===== src/rtl/datapath_irqstk_if.sv =====
// datapath_irqstk_if: decoder controls, memory buses and status flags of the datapath
interface datapath_irqstk_if #(
   parameter int WIDTH     = 16,
   parameter int AW        = 16,
   parameter int NREGS     = 16,
   parameter int IMM_W     = 4,
   parameter int IRQ_DEPTH = 4
);
   localparam int RW    = $clog2(NREGS);
   localparam int PRE_W = WIDTH - IMM_W;
   localparam int DW    = $clog2(IRQ_DEPTH + 1);
   logic             i_exec_ce;
   logic [AW-1:0]    i_rst_ad;
   logic [RW-1:0]    i_rd;
   logic [RW-1:0]    i_rs;
   logic [IMM_W-1:0] i_imm;
   logic             i_imm_pre;
   logic [PRE_W-1:0] i_pre;
   logic             i_src_imm;
   logic [2:0]       i_op;
   logic             i_upd_cc;
   logic             i_rf_we;
   logic [1:0]       i_wb_sel;
   logic             i_is_jal;
   logic             i_br_taken;
   logic [7:0]       i_disp;
   logic             i_irq_take;
   logic [AW-1:0]    i_irq_vector;
   logic             i_reti;
   logic [WIDTH-1:0] i_data_in;
   logic [WIDTH-1:0] o_data_out;
   logic [AW-1:0]    o_pc;
   logic [AW-1:0]    o_d_ad;
   logic [3:0]       o_cc;
   logic [DW-1:0]    o_irq_depth;
   logic             o_stk_ovf;
   logic             o_stk_unf;
   modport master (
      output i_exec_ce, i_rst_ad, i_rd, i_rs, i_imm, i_imm_pre, i_pre, i_src_imm, i_op,
             i_upd_cc, i_rf_we, i_wb_sel, i_is_jal, i_br_taken, i_disp, i_irq_take,
             i_irq_vector, i_reti, i_data_in,
      input  o_data_out, o_pc, o_d_ad, o_cc, o_irq_depth, o_stk_ovf, o_stk_unf
   );
   modport slave (
      input  i_exec_ce, i_rst_ad, i_rd, i_rs, i_imm, i_imm_pre, i_pre, i_src_imm, i_op,
             i_upd_cc, i_rf_we, i_wb_sel, i_is_jal, i_br_taken, i_disp, i_irq_take,
             i_irq_vector, i_reti, i_data_in,
      output o_data_out, o_pc, o_d_ad, o_cc, o_irq_depth, o_stk_ovf, o_stk_unf
   );
endinterface


===== src/rtl/datapath_irqstk.sv =====
// datapath_irqstk: regfile, ALU, flags, PC/branch logic and a single-cycle {PC,PSW} interrupt stack
module datapath_irqstk #(
   parameter int WIDTH     = 16,
   parameter int AW        = 16,
   parameter int NREGS     = 16,
   parameter int IMM_W     = 4,
   parameter int IRQ_DEPTH = 4
) (
   input logic              i_clk,
   input logic              i_rst_n,
   datapath_irqstk_if.slave bus
);
   localparam int DW = $clog2(IRQ_DEPTH + 1);
   localparam int SW = (IRQ_DEPTH > 1) ? $clog2(IRQ_DEPTH) : 1;
   logic [WIDTH-1:0] r_rf [NREGS];
   logic [AW-1:0]    r_stk_pc [IRQ_DEPTH];
   logic [4:0]       r_stk_psw [IRQ_DEPTH];
   logic [AW-1:0]    r_pc;
   logic [3:0]       r_cc;
   logic             r_cl;
   logic [DW-1:0]    r_depth;
   logic             r_ovf, r_unf;
   logic [WIDTH-1:0] w_imm, w_a, w_b, w_bx, w_res, w_wb;
   logic [WIDTH:0]   w_add;
   logic             w_sub, w_cin, w_c, w_v, w_full, w_empty, w_push, w_pop, w_cl_nxt;
   logic [3:0]       w_cc_nxt;
   logic [4:0]       w_psw;
   logic [AW-1:0]    w_off, w_pc2, w_br, w_seq, w_pc_nxt;
   logic [SW-1:0]    w_top, w_wr;
   // ALU: subtracts compute B-A as B+~A+cin; shifts move B right and expose bit 0 as carry
   always_comb begin
      w_imm = bus.i_imm_pre ? {bus.i_pre, bus.i_imm} : WIDTH'($signed(bus.i_imm));
      w_a   = bus.i_src_imm ? w_imm : r_rf[bus.i_rd];
      w_b   = r_rf[bus.i_rs];
      w_sub = ~bus.i_op[2] & bus.i_op[0];
      w_cin = bus.i_op[1] ? (bus.i_op[0] ^ r_cl) : bus.i_op[0];
      w_bx  = w_sub ? ~w_a : w_a;
      w_add = {1'b0, w_b} + {1'b0, w_bx} + (WIDTH+1)'(w_cin);
      w_res = ~bus.i_op[2] ? w_add[WIDTH-1:0] :
              bus.i_op[1]  ? {bus.i_op[0] & w_b[WIDTH-1], w_b[WIDTH-1:1]} :
              bus.i_op[0]  ? (w_a ^ w_b) : (w_a & w_b);
      w_c   = bus.i_op[2] ? (bus.i_op[1] & w_b[0]) : (w_add[WIDTH] ^ w_sub);
      w_v   = ~bus.i_op[2] & (w_b[WIDTH-1] == w_bx[WIDTH-1]) & (w_add[WIDTH-1] != w_b[WIDTH-1]);
      w_psw = {r_cl, r_cc};
      w_wb  = bus.i_wb_sel == 2'd0 ? w_res :
              bus.i_wb_sel == 2'd1 ? bus.i_data_in :
              bus.i_wb_sel == 2'd2 ? WIDTH'(w_pc2) : WIDTH'(w_psw);
   end
   // Next PC, stack pointers and next flags; irq entry overrides reti and the instruction's flag update
   always_comb begin
      w_pc2    = r_pc + AW'(2);
      w_off    = AW'($signed(bus.i_disp));
      w_br     = r_pc + {w_off[AW-2:0], 1'b0};
      w_seq    = bus.i_is_jal ? w_add[AW-1:0] : bus.i_br_taken ? w_br : w_pc2;
      w_full   = r_depth == DW'(IRQ_DEPTH);
      w_empty  = r_depth == '0;
      w_push   = bus.i_irq_take & ~w_full;
      w_pop    = bus.i_reti & ~bus.i_irq_take & ~w_empty;
      w_top    = SW'(r_depth - DW'(1));
      w_wr     = SW'(r_depth);
      w_pc_nxt = bus.i_irq_take ? bus.i_irq_vector :
                 w_pop          ? r_stk_pc[w_top] :
                 bus.i_reti     ? w_pc2 : w_seq;
      {w_cl_nxt, w_cc_nxt} = bus.i_irq_take ? 5'd0 :
                             w_pop ? r_stk_psw[w_top] :
                             (bus.i_reti | ~bus.i_upd_cc) ? w_psw :
                             {~bus.i_op[2] & bus.i_op[1] & w_c, w_res == '0, w_res[WIDTH-1], w_c, w_v};
   end
   // Register file write port; suppressed during reset and stalls
   always_ff @(posedge i_clk) begin
      if (i_rst_n && bus.i_exec_ce && bus.i_rf_we) r_rf[bus.i_rd] <= w_wb;
   end
   // Interrupt frame push: return PC ignores the irq redirect, PSW is the pre-instruction value
   always_ff @(posedge i_clk) begin
      if (i_rst_n && bus.i_exec_ce && w_push) begin
         r_stk_pc[w_wr]  <= w_seq;
         r_stk_psw[w_wr] <= w_psw;
      end
   end
   // Architectural state: PC, flags, carry latch, stack depth and sticky error flags
   always_ff @(posedge i_clk) begin
      if (!i_rst_n) begin
         r_pc    <= bus.i_rst_ad;
         r_cc    <= '0;
         r_cl    <= 1'b0;
         r_depth <= '0;
         r_ovf   <= 1'b0;
         r_unf   <= 1'b0;
      end else if (bus.i_exec_ce) begin
         r_pc <= w_pc_nxt;
         r_cc <= w_cc_nxt;
         r_cl <= w_cl_nxt;
         if (bus.i_irq_take) begin
            if (w_full) r_ovf <= 1'b1;
            else r_depth <= r_depth + DW'(1);
         end else if (bus.i_reti) begin
            if (w_empty) r_unf <= 1'b1;
            else r_depth <= r_depth - DW'(1);
         end
      end
   end
   assign bus.o_data_out  = r_rf[bus.i_rd];
   assign bus.o_pc        = r_pc;
   assign bus.o_d_ad      = w_add[AW-1:0];
   assign bus.o_cc        = r_cc;
   assign bus.o_irq_depth = r_depth;
   assign bus.o_stk_ovf   = r_ovf;
   assign bus.o_stk_unf   = r_unf;
endmodule


===== src/flat_wrapper.sv =====
// flat-port wrapper written by rule: the top's interface ports become plain ports
module datapath_irqstk_flat 
#(
   parameter int WIDTH     = 16,
   parameter int AW        = 16,
   parameter int NREGS     = 16,
   parameter int IMM_W     = 4,
   parameter int IRQ_DEPTH = 4
)
  (i_clk, i_rst_n, bus_i_exec_ce, bus_i_rst_ad, bus_i_rd, bus_i_rs, bus_i_imm, bus_i_imm_pre, bus_i_pre, bus_i_src_imm, bus_i_op, bus_i_upd_cc, bus_i_rf_we, bus_i_wb_sel, bus_i_is_jal, bus_i_br_taken, bus_i_disp, bus_i_irq_take, bus_i_irq_vector, bus_i_reti, bus_i_data_in, bus_o_data_out, bus_o_pc, bus_o_d_ad, bus_o_cc, bus_o_irq_depth, bus_o_stk_ovf, bus_o_stk_unf);
  datapath_irqstk_if #(.WIDTH(WIDTH), .AW(AW), .NREGS(NREGS), .IMM_W(IMM_W), .IRQ_DEPTH(IRQ_DEPTH)) bus_i ();
  input logic i_clk;
  input logic i_rst_n;
  input wire logic [$bits(bus_i.i_exec_ce)-1:0] bus_i_exec_ce;
  input wire logic [$bits(bus_i.i_rst_ad)-1:0] bus_i_rst_ad;
  input wire logic [$bits(bus_i.i_rd)-1:0] bus_i_rd;
  input wire logic [$bits(bus_i.i_rs)-1:0] bus_i_rs;
  input wire logic [$bits(bus_i.i_imm)-1:0] bus_i_imm;
  input wire logic [$bits(bus_i.i_imm_pre)-1:0] bus_i_imm_pre;
  input wire logic [$bits(bus_i.i_pre)-1:0] bus_i_pre;
  input wire logic [$bits(bus_i.i_src_imm)-1:0] bus_i_src_imm;
  input wire logic [$bits(bus_i.i_op)-1:0] bus_i_op;
  input wire logic [$bits(bus_i.i_upd_cc)-1:0] bus_i_upd_cc;
  input wire logic [$bits(bus_i.i_rf_we)-1:0] bus_i_rf_we;
  input wire logic [$bits(bus_i.i_wb_sel)-1:0] bus_i_wb_sel;
  input wire logic [$bits(bus_i.i_is_jal)-1:0] bus_i_is_jal;
  input wire logic [$bits(bus_i.i_br_taken)-1:0] bus_i_br_taken;
  input wire logic [$bits(bus_i.i_disp)-1:0] bus_i_disp;
  input wire logic [$bits(bus_i.i_irq_take)-1:0] bus_i_irq_take;
  input wire logic [$bits(bus_i.i_irq_vector)-1:0] bus_i_irq_vector;
  input wire logic [$bits(bus_i.i_reti)-1:0] bus_i_reti;
  input wire logic [$bits(bus_i.i_data_in)-1:0] bus_i_data_in;
  output wire logic [$bits(bus_i.o_data_out)-1:0] bus_o_data_out;
  output wire logic [$bits(bus_i.o_pc)-1:0] bus_o_pc;
  output wire logic [$bits(bus_i.o_d_ad)-1:0] bus_o_d_ad;
  output wire logic [$bits(bus_i.o_cc)-1:0] bus_o_cc;
  output wire logic [$bits(bus_i.o_irq_depth)-1:0] bus_o_irq_depth;
  output wire logic [$bits(bus_i.o_stk_ovf)-1:0] bus_o_stk_ovf;
  output wire logic [$bits(bus_i.o_stk_unf)-1:0] bus_o_stk_unf;
  assign bus_i.i_exec_ce = bus_i_exec_ce;
  assign bus_i.i_rst_ad = bus_i_rst_ad;
  assign bus_i.i_rd = bus_i_rd;
  assign bus_i.i_rs = bus_i_rs;
  assign bus_i.i_imm = bus_i_imm;
  assign bus_i.i_imm_pre = bus_i_imm_pre;
  assign bus_i.i_pre = bus_i_pre;
  assign bus_i.i_src_imm = bus_i_src_imm;
  assign bus_i.i_op = bus_i_op;
  assign bus_i.i_upd_cc = bus_i_upd_cc;
  assign bus_i.i_rf_we = bus_i_rf_we;
  assign bus_i.i_wb_sel = bus_i_wb_sel;
  assign bus_i.i_is_jal = bus_i_is_jal;
  assign bus_i.i_br_taken = bus_i_br_taken;
  assign bus_i.i_disp = bus_i_disp;
  assign bus_i.i_irq_take = bus_i_irq_take;
  assign bus_i.i_irq_vector = bus_i_irq_vector;
  assign bus_i.i_reti = bus_i_reti;
  assign bus_i.i_data_in = bus_i_data_in;
  assign bus_o_data_out = bus_i.o_data_out;
  assign bus_o_pc = bus_i.o_pc;
  assign bus_o_d_ad = bus_i.o_d_ad;
  assign bus_o_cc = bus_i.o_cc;
  assign bus_o_irq_depth = bus_i.o_irq_depth;
  assign bus_o_stk_ovf = bus_i.o_stk_ovf;
  assign bus_o_stk_unf = bus_i.o_stk_unf;
  datapath_irqstk #(.WIDTH(WIDTH), .AW(AW), .NREGS(NREGS), .IMM_W(IMM_W), .IRQ_DEPTH(IRQ_DEPTH)) u_core (.i_clk(i_clk), .i_rst_n(i_rst_n), .bus(bus_i));
endmodule

===== config.mk =====
export PLATFORM = sky130hd
export DESIGN_NAME = datapath_irqstk_flat
export DESIGN_NICKNAME = d
export VERILOG_FILES = /design/src/rtl/datapath_irqstk_if.sv /design/src/rtl/datapath_irqstk.sv /design/src/flat_wrapper.sv
export SDC_FILE = /design/constraint.sdc
export NUM_CORES = 1
export LEC_CHECK = 0
export CAP_MARGIN = 10
export CORE_UTILIZATION = 40
export DETAILED_ROUTE_END_ITERATION = 10
export PLACE_DENSITY = 0.63
export SLEW_MARGIN = 20
export SYNTH_ARGS = -nofsm -noshare
export SYNTH_HDL_FRONTEND = slang
export SYNTH_SLANG_ARGS = --single-unit

===== constraint.sdc =====
create_clock -name i_clk -period 9.62 [get_ports i_clk]
set_input_delay 1.443 -clock i_clk [delete_from_list [all_inputs] [get_ports i_clk]]
set_output_delay 1.443 -clock i_clk [all_outputs]
set_load 0.01 [all_outputs]

; ---- Yosys cells after proc, flatten, opt, wreduce, memory -nomap -nowiden
; Memory sizes are Yosys's and may differ from the RTL's.
; Cells that the tools add are included.
; W data, S select, Z words.
[totals]
register_bits = 26
ram_bits = 340
input_bits = 96
out_inout_bits = 57
elab_cells = 85
mem_count = 3
[mem_list]
columns = name, words, word_bits, rd, rd_ports_with_merged_regs, wr, line
row1 = u_core.r_rf, 16, 16, 2, 0, 1, datapath_irqstk.sv:15  ; logic [WIDTH-1:0] r_rf [NREGS];
row2 = u_core.r_stk_pc, 4, 16, 1, 0, 1, datapath_irqstk.sv:16  ; logic [AW-1:0] r_stk_pc [IRQ_DEPTH];
row3 = u_core.r_stk_psw, 4, 5, 1, 0, 1, datapath_irqstk.sv:17  ; logic [4:0] r_stk_psw [IRQ_DEPTH];
[classes]
add_sub_neg = 6
n_eq_ne = 9
muxes = 29
bitwise = 21
n_reduce_logical = 11
[ops]
columns = operator, count
row1 = $mux W16, 16
row2 = $add A16 B16 Y17, 1
row3 = $add A17 B1 Y17, 1
row4 = $add A16 B16 Y16, 1
row5 = $add A16 B2 Y16 const B, 1
row6 = $and A16 B16 Y16, 1
row7 = $logic_not A16 Y1, 1
row8 = $not A16 Y16, 1
row9 = $xor A16 B16 Y16, 1
row10 = $mux W5, 3
row11 = $mux W3, 4
row12 = $and A1 B1 Y1, 10
row13 = $reduce_and A4 Y1, 2
row14 = $mux W1, 6
row15 = $not A1 Y1, 5
row16 = $ne A2 B2 Y1 const B, 2
row17 = $add A3 B1 Y3 const B, 1
row18 = $eq A3 B3 Y1 const B, 1
row19 = $logic_and A1 B1 Y1, 3
row20 = $logic_not A3 Y1, 1
row21 = $ne A3 B2 Y1 const B, 1
row22 = $reduce_and A3 Y1, 1
row23 = $sub A3 B1 Y3 const B, 1
row24 = $eq A2 B1 Y1 const B, 1
row25 = 9 further kinds, 10

; ---- Logic depth before layout (Yosys ltp)
; Gate-level depths: netlist of run 1.
[logic_depth]
ltp_word = 12
ltp_mapped = 19
mapped_depth_nobuf = 15

; ---- Least setup slack after synthesis of run 1
; Ideal clock, no wire load.
[synth_path]
kind = input to output
startpoint = input port bus_i_rd[0]
endpoint = output port bus_o_d_ad[12]
t_arrival_ns = 5.538
t_required_ns = 8.177
path_slack_ns = 2.639
path_stages = 14
n_path_buf = 2
cell_sequence = clkbuf_1 clkbuf_1 mux4_2 mux4_2 mux2_2 xnor2_1 fa_1 fa_1 nand2b_1 a21o_1 o21a_1 and4b_1 nor3_1 inv_1
[synth_between]
elab_chain_cells = 6
[synth_rtl]
columns = element, line
row1 = from (decl), flat_wrapper.sv:16  ; input wire logic [$bits(bus_i.i_rd)-1:0] bus_i_rd;
row2 = $mem_v2 Z16 W16 (*), --
row3 = net bus_o_data_out[0], flat_wrapper.sv:33  ; output wire logic [$bits(bus_i.o_data_out)-1:0] bus_o_data_out;
row4 = $mux W16 (*), datapath_irqstk.sv:33  ; w_a = bus.i_src_imm ? w_imm : r_rf[bus.i_rd];
row5 = $not A16 Y16, datapath_irqstk.sv:37  ; w_bx = w_sub ? ~w_a : w_a;
row6 = $mux W16 (*), datapath_irqstk.sv:37
row7 = $add A16 B16 Y17 (*), datapath_irqstk.sv:38  ; w_add = {1'b0, w_b} + {1'b0, w_bx} + (WIDTH+1)'(w_cin);
row8 = $add A17 B1 Y17 (*), datapath_irqstk.sv:38
row9 = to (decl), flat_wrapper.sv:35  ; output wire logic [$bits(bus_i.o_d_ad)-1:0] bus_o_d_ad;
; Mark *: on every way through the listed nets, which the timed path passes. The rest lies on a longest branch.

; ---- Worst setup path in the final report of run 1
[layout_path]
startpoint = input port bus_i_rd[0]
endpoint = output port bus_o_d_ad[15]
[layout_between]
elab_chain_cells = 6
[layout_rtl]
columns = element, line
row1 = $mem_v2 Z16 W16 (*), --
row2 = $mux W16 (*), datapath_irqstk.sv:33
row3 = $not A16 Y16, datapath_irqstk.sv:37
row4 = $mux W16 (*), datapath_irqstk.sv:37
row5 = $add A16 B16 Y17 (*), datapath_irqstk.sv:38
row6 = $add A17 B1 Y17 (*), datapath_irqstk.sv:38
; Mark *: on every way between the ends. The rest lies on a longest branch, timed or not.

==> impl_metrics.env, run 1 <==
export IMPL_run_status="complete, no violations"
export IMPL_diodes_inserted=0
export IMPL_initial_utilization_pct=40.6
export IMPL_layout_cells_non_filler=2237
export IMPL_clkSinkCount=366
export IMPL_fin_tns_setup_ns=0
export IMPL_die_height_um=228
export IMPL_post_route_cell_area_mm2=0.0240
export IMPL_die_area_mm2=0.0519
export IMPL_clock_root_cell="clkbuf_16"
export IMPL_clkLatencyLatePin_ns=0.57
export IMPL_timing_worst_slew_pin_value_ns=1.10
export IMPL_route_detailed_vias_per_inst=6.17
export IMPL_first_pass_iters=6
export IMPL_clockPowerShare_pct=33.7
export IMPL_detail_route_wl_per_cell_um=28.2
export IMPL_slew_viol_final=0
export IMPL_track_usage_pct=24.1
export IMPL_crit_fanout=36
export IMPL_largest_net_degree_at_the_start_of_global_routing=45
export IMPL_min_period_ns=8.11
export IMPL_final_setup_skew_ns=0.0359
export IMPL_max_cap_violations=0
export IMPL_tritoncts_num_buffers=40
export IMPL_max_freq_ghz=0.123
export IMPL_postSynth_asyncResetShare_pct=0
export IMPL_register_clock_pin_slew_on_the_reported_worst_setup_and_hold_paths_ns=0.06
export IMPL_detailroute_via_count=13800
export IMPL_yosys_register_bits=366
export IMPL_post_route_drc_count=0
export IMPL_p_sw_share_pct=29.1
export IMPL_nNetsFinal=1689
export IMPL_final_hold_viol_count=0
export IMPL_flow_area_growth_from_synthesis_pct=17.6
export IMPL_netlist_instances=1396
export IMPL_post_place_cells=2169
export IMPL_synth_net_count=1546
export IMPL_setup_violations=0
export IMPL_highest_ir_drop_seen_on_vdd_mv=0.140
export IMPL_buffer_ports_inserted=152
export IMPL_grt_pass1_wl_mm=91.9
export IMPL_synth_area_per_cell_um2=14.6
export IMPL_setup_worst_path_class="in2out"
export IMPL_reg2reg_from="u_core.r_rf[14][0]$_DFFE_PP_"
export IMPL_dpl_instance_area_mm2=0.0227
export IMPL_fin_crit_sh_pct=84.3
export IMPL_antenna_found_initial=0
export IMPL_num_io_pins=153
export IMPL_pleak_nw=8.12
export IMPL_seq_area_frac_synth_pct=53.4
export IMPL_vias_in_the_first_global_route=13700
export IMPL_worst_hold_path_type="reg2reg"
export IMPL_yosys_warnings=0
export IMPL_yosys_cell_types_count=81
export IMPL_postRouteAntennaNets=0
export IMPL_synth_enable_flop_cells=356
export IMPL_gpl_final_weighted_congestion=0.957
export IMPL_floorplan_rows=82
export IMPL_grt_overflow=0
export IMPL_cp_startpoint="bus_i_rd[0]"
export IMPL_switchingPower_w=0.00130
export IMPL_cts_hold_buffers_added=0
export IMPL_drt_iter0_markers=1368
export IMPL_seqPwrFrac_pct=41.9
export IMPL_number_of_setup_buffers_added_after_cts=0
export IMPL_mappedNetlistArea_mm2=0.0204
export IMPL_total_power_w=0.00446
export IMPL_arrival_time_reported_for_the_critical_path_endpoint_ns=6.67
export IMPL_holdCritStartpoint="u_core.bus.o_stk_unf$_SDFFE_PN0P_"
export IMPL_drive_gt1_share_pct=19.9
export IMPL_cts_max_path_buffers=3
export IMPL_cp_data_required_time_ns=8.18
export IMPL_max_slew_margin_rel_pct=26.5
export IMPL_power_density_mw_per_mm2=186
export IMPL_cts_tree="built"
export IMPL_ys_flop_type="edfxtp_1"
export IMPL_core_area_mm2=0.0502
export IMPL_pwr_share_comb_pct=24.4
export IMPL_grt_setup_unrepaired="false"
export IMPL_end_kind="output port"
export IMPL_setup_worst_path_start_class="input port"
export IMPL_cts_htree_levels=2
export IMPL_power_report_internal_total_w=0.00316
export IMPL_place_hpwl_mm=44.8
export IMPL_post_cts_resized=0
export IMPL_routed_wire_length_mm=63.2
export IMPL_die_x_um=228
-- critical path: stages --
cell	delay, ns
buf_4	0.51
buf_4	0.67
mux4_2	0.60
mux4_2	0.50
nor2_1	0.11
a21oi_1	0.08
xor2_1	0.18
ha_1	0.44
a21oi_1	0.36
o211ai_1	0.15
nand2_1	0.11
a21oi_1	0.09
or2_2	0.36
xnor2_1	0.37
inv_1	0.14
clkdlybuf4s50_1	0.51
-- flip-flops by register name, summed over array words and instances (netlist names) --
| name | flops |
|---|---|
| u_core.bus.o_cc | 4 |
| u_core.r_stk_pc | 64 |
| u_core.bus.o_pc | 16 |
| u_core.bus.o_stk_ovf | 1 |
| u_core.r_rf | 256 |
| u_core.bus.o_irq_depth | 3 |
| u_core.r_stk_psw | 20 |
| u_core.bus.o_stk_unf | 1 |
| u_core.r_cl | 1 |
-- metrics by stage --
step	hold slack (ns)	setup slack [ns]	util, %
floorplan	0.498	2.64	-
global route	0.518	1.15	47.8
finish	0.474	1.51	47.8
CTS	0.475	1.49	47.7
global placement	0.450	1.52	45.2
detailed placement	0.461	1.48	45.2
-- cells in the final DEF (no fill, tap or decap), types with 26 or more instances in the layout --
master             n
a21oi_1           85
buf_4             45
clkbuf_16         40
clkdlybuf4s50_1  145
edfxtp_1         356
ha_1              51
inv_1             39
mux2i_1           48
mux4_2           155
nand2_1           59
nor2_1            82
o21ai_0           48
xor2_1            26
-- cell usage after synthesis (18+ instances only) --
| cell | instances | area, um^2 |
|---|---|---|
| mux2i_1 | 48 | 480 |
| nor2_1 | 94 | 353 |
| nor3_1 | 21 | 105 |
| o21ai_0 | 48 | 240 |
| inv_1 | 39 | 146 |
| xnor2_1 | 22 | 193 |
| a21oi_1 | 85 | 425 |
| edfxtp_1 | 356 | 10700 |
| xor2_1 | 26 | 228 |
| mux2_2 | 18 | 203 |
| clkbuf_1 | 49 | 184 |
| ha_1 | 51 | 638 |
| mux4_1 | 18 | 473 |
| nand3_1 | 21 | 105 |
| nand2_1 | 59 | 221 |
| mux4_2 | 155 | 3490 |
-- cell type report --
class                           instances  area (um^2)
Tap cell                              672          841
Inverter                               41          154
Fill cell                            4276        26200
Clock buffer                           45         1020
Timing Repair Buffer                  195         1810
Clock inverter                         23          256
Multi-Input combinational cell        895         9000
Sequential cell                       366        10900
-- power groups by stage --
| stage | clock [W] | sequential (W) | combinational, W |
|---|---|---|---|
| final | 0.00150 | 0.00187 | 0.00109 |
| after global routing | 0.00158 | 0.00187 | 0.00116 |
| after CTS | 0.00152 | 0.00187 | 0.00108 |
| after detailed placement | 0 | 0.00190 | 0.00107 |
| after floorplan | 0 | 0.00189 | 0.000641 |
| after global placement | 0 | 0.00190 | 0.00106 |
-- path summary, 6_finish.rpt --
kind         slack [ns]  cells after the start                                 to
max                1.51                     16                     bus_o_d_ad[15]
min                0.47                      2  u_core.bus.o_stk_unf$_SDFFE_PN0P_
max reg2reg        4.41                     13        u_core.r_rf[2][8]$_DFFE_PP_
min reg2reg        0.47                      2  u_core.bus.o_stk_unf$_SDFFE_PN0P_
-- layer usage --
metal / up-vias / wire length (um) / GRT usage (%)
met5: - / 0 / 0
met2: 741 / 30400 / 39.7
li1: 5930 / - / -
met1: 7008 / 25300 / 31.6
met3: 120 / 4930 / 3.99
met4: 0 / 2560 / 10.2
-- kinds of logic (layout without fill, tap and decap cells) --
group | after synthesis | in the layout | synth area share (%)
AO/OA/AOI/OAI | 276 | 276 | 8.77
XOR/XNOR | 48 | 48 | 2.06
adder cells (fa/ha/maj) | 54 | 54 | 3.42
buffers and inverters | 135 | 304 | 2.98
flip-flops | 366 | 366 | 53.4
multiplexers | 239 | 239 | 22.8
AND/OR/NAND/NOR | 278 | 278 | 6.55
Power figures use the tool's default switching activity.
==> run 2, diff against run 1 <==
--- a/config.mk
+++ b/config.mk
@@ -8,7 +8,7 @@
 export CAP_MARGIN = 10
 export CORE_UTILIZATION = 40
 export DETAILED_ROUTE_END_ITERATION = 10
-export PLACE_DENSITY = 0.63
+export PLACE_DENSITY = 0.65
 export SLEW_MARGIN = 20
 export SYNTH_ARGS = -nofsm -noshare
 export SYNTH_HDL_FRONTEND = slang
==> constraint.sdc (replaced) <==
create_clock -name i_clk -period 7.2 [get_ports i_clk]
set_input_delay 1.08 -clock i_clk [delete_from_list [all_inputs] [get_ports i_clk]]
set_output_delay 1.08 -clock i_clk [all_outputs]
set_load 0.01 [all_outputs]
==> run 2 against run 1 <==
Clock-buffer cell count increased by 6. Sequential share of layout area decreased by 0.29 points. Wire length decreased by 1.5%. Sequential cell count unchanged. Combinational power increased by 34%. Sequential power increased by 34%. Non-clock buffer count increased by 13. Clock skew increased by 0.019 ns. Design area increased by 0.64%. First-iteration DRC count decreased by 1.8%. Critical endpoint is now bus_o_d_ad[14]. Via count decreased by 0.12%. Utilization increased by 0.30 points. Largest cell class unchanged. Largest power group unchanged.
==> impl_metrics.env, run 2 (synthesized netlist as in run 1, its figures left out) <==
export IMPL_post_cts_resized=0
export IMPL_nNetsFinal=1702
export IMPL_setup_worst_path_start_class="input port"
export IMPL_min_period_ns=6.87
export IMPL_flow_area_growth_from_synthesis_pct=18.3
export IMPL_largest_net_degree_at_the_start_of_global_routing=37
export IMPL_max_slew_margin_rel_pct=23.8
export IMPL_total_power_w=0.00602
export IMPL_diodes_inserted=0
export IMPL_largest_registers="u_core.r_rf (256), u_core.r_stk_pc (64), u_core.r_stk_psw (20)"
export IMPL_die_height_um=228
export IMPL_grt_overflow=0
export IMPL_die_x_um=228
export IMPL_leading_cell_type_in_the_layout_fill_and_taps_excluded="edfxtp_1"
export IMPL_end_kind="output port"
export IMPL_r2r_cells=14
export IMPL_registers_top_by_ff_count="u_core.r_rf"
export IMPL_track_usage_pct=23.8
export IMPL_gpl_final_weighted_congestion=0.979
export IMPL_cts_hold_buffers_added=0
export IMPL_cts_htree_levels=2
export IMPL_cts_max_path_buffers=3
export IMPL_run_status="complete, no violations"
export IMPL_fin_crit_sh_pct=95.4
export IMPL_tritoncts_num_buffers=40
export IMPL_crit_fanout=36
export IMPL_routed_wire_length_mm=62.2
export IMPL_clkLatencyLatePin_ns=0.59
export IMPL_clock_root_cell="clkbuf_16"
export IMPL_final_hold_viol_count=0
export IMPL_initial_utilization_pct=40.6
export IMPL_max_cap_violations=0
export IMPL_buffer_ports_inserted=152
export IMPL_detailroute_via_count=13800
export IMPL_setup_violations=0
export IMPL_final_setup_skew_ns=0.0547
export IMPL_clkSinkCount=366
export IMPL_place_hpwl_mm=45.0
export IMPL_arrival_time_reported_for_the_critical_path_endpoint_ns=5.79
export IMPL_drt_iter0_markers=1344
export IMPL_post_route_cell_area_mm2=0.0241
export IMPL_setup_reg_to_reg_worst_slack_ns=2.20
export IMPL_timing_worst_slew_pin_value_ns=1.13
export IMPL_grt_setup_unrepaired="false"
export IMPL_floorplan_rows=82
export IMPL_largest_reg_flops=256
export IMPL_drive_gt1_share_pct=20.8
export IMPL_timing_hold_worst_endpoint="u_core.bus.o_stk_unf$_SDFFE_PN0P_"
export IMPL_nFillCells=4244
export IMPL_critical_path_reg2reg_endpoint="u_core.bus.o_pc[12]$_DFFE_PP_"
export IMPL_grt_pass1_wl_mm=91.1
export IMPL_first_pass_iters=8
export IMPL_most_frequent_cells_in_the_layout="edfxtp_1, mux4_2, clkdlybuf4s50_1"
export IMPL_worst_hold_path_type="reg2reg"
export IMPL_fin_tns_setup_ns=0
export IMPL_slew_viol_final=0
export IMPL_num_io_pins=153
export IMPL_register_clock_pin_slew_on_the_reported_worst_setup_and_hold_paths_ns=0.06
export IMPL_number_of_setup_buffers_added_after_cts=0
export IMPL_cts_tree="built"
export IMPL_highest_ir_drop_seen_on_vdd_mv=0.167
export IMPL_antenna_found_initial=1
export IMPL_setup_worst_path_class="in2out"
export IMPL_route_detailed_vias_per_inst=6.12
export IMPL_power_density_mw_per_mm2=250
export IMPL_die_area_mm2=0.0519
export IMPL_detail_route_wl_per_cell_um=27.6
export IMPL_core_area_mm2=0.0502
export IMPL_vias_in_the_first_global_route=13600
export IMPL_postRouteAntennaNets=0
export IMPL_reg2reg_from="u_core.r_rf[15][0]$_DFFE_PP_"
export IMPL_cp_data_required_time_ns=6.12
export IMPL_post_route_drc_count=0
export IMPL_holdCritStartpoint="u_core.bus.o_stk_unf$_SDFFE_PN0P_"
export IMPL_hold_depth=2
export IMPL_pleak_nw=8.22
export IMPL_dpl_instance_area_mm2=0.0228
export IMPL_max_freq_ghz=0.146
run 2: worst max path at each step:
| stage | cells past startpoint | slack [ns] | to | startpoint |
|---|---|---|---|---|
| 2_1_floorplan | 15 | 0.88 | u_core.r_rf[0][8]$_DFFE_PP_ | bus_i_rd[0] |
| 3_3_place_gp | 15 | 0.51 | bus_o_d_ad[14] | bus_i_rd[1] |
| 3_5_place_dp | 15 | 0.42 | bus_o_d_ad[14] | bus_i_rd[1] |
| 4_1_cts | 15 | 0.42 | bus_o_d_ad[14] | bus_i_rd[1] |
| 5_1_grt | 15 | 0.13 | bus_o_d_ad[14] | bus_i_rd[1] |
| 6_report | 15 | 0.33 | bus_o_d_ad[14] | bus_i_rd[1] |
run 2: worst max-delay path, stage by stage:
cell and delay [ns]:
buf_2 0.34, buf_4 0.53, mux4_2 0.39, mux4_2 0.52, nor2_1 0.11, a21oi_1 0.08
xor2_1 0.17, ha_1 0.42, a21oi_1 0.37, o311a_1 0.29, o2111ai_1 0.17, a31oi_1 0.23
xor2_1 0.43, inv_1 0.08, clkdlybuf4s50_1 0.52
run 2: area by class of cell:
class                      count  area [um^2]  share of cell area [%]
timing repair buffer         208         1940                    8.06
clock inverter                20          256                    1.06
multi-input combinational    895         8960                    37.1
tap                          672          841                    3.49
inverter                      41          154                   0.638
sequential                   366        10900                    45.1
clock buffer                  51         1080                    4.49
run 2: report_power, final:
part	total (W)	switching (W)	internal [W]	leakage [nW]
combinational	0.00146	0.000852	0.000603	4.25
sequential	0.00251	0.0000523	0.00246	3.33
clock	0.00206	0.000870	0.00119	0.640
run 2: per-layer routing:
layer / wire (um) / GRT usage [%]
met1: 24100 / 30.1
met2: 30700 / 40.2
met3: 5060 / 4.89
met4: 2430 / 9.06
met5: 0 / 0
run 2: per-stage QoR:
| stage | setup slack, ns | hold slack, ns | utilization (%) | instances |
|---|---|---|---|---|
| detailed placement | 0.422 | 0.455 | 45.4 | 2182 |
| finish | 0.330 | 0.476 | 48.1 | 2253 |
| floorplan | 0.877 | 0.498 | - | 1396 |
| global placement | 0.505 | 0.451 | 45.4 | 2181 |
| CTS | 0.419 | 0.471 | 48.1 | 2253 |
| global route | 0.127 | 0.502 | 48.1 | 2253 |
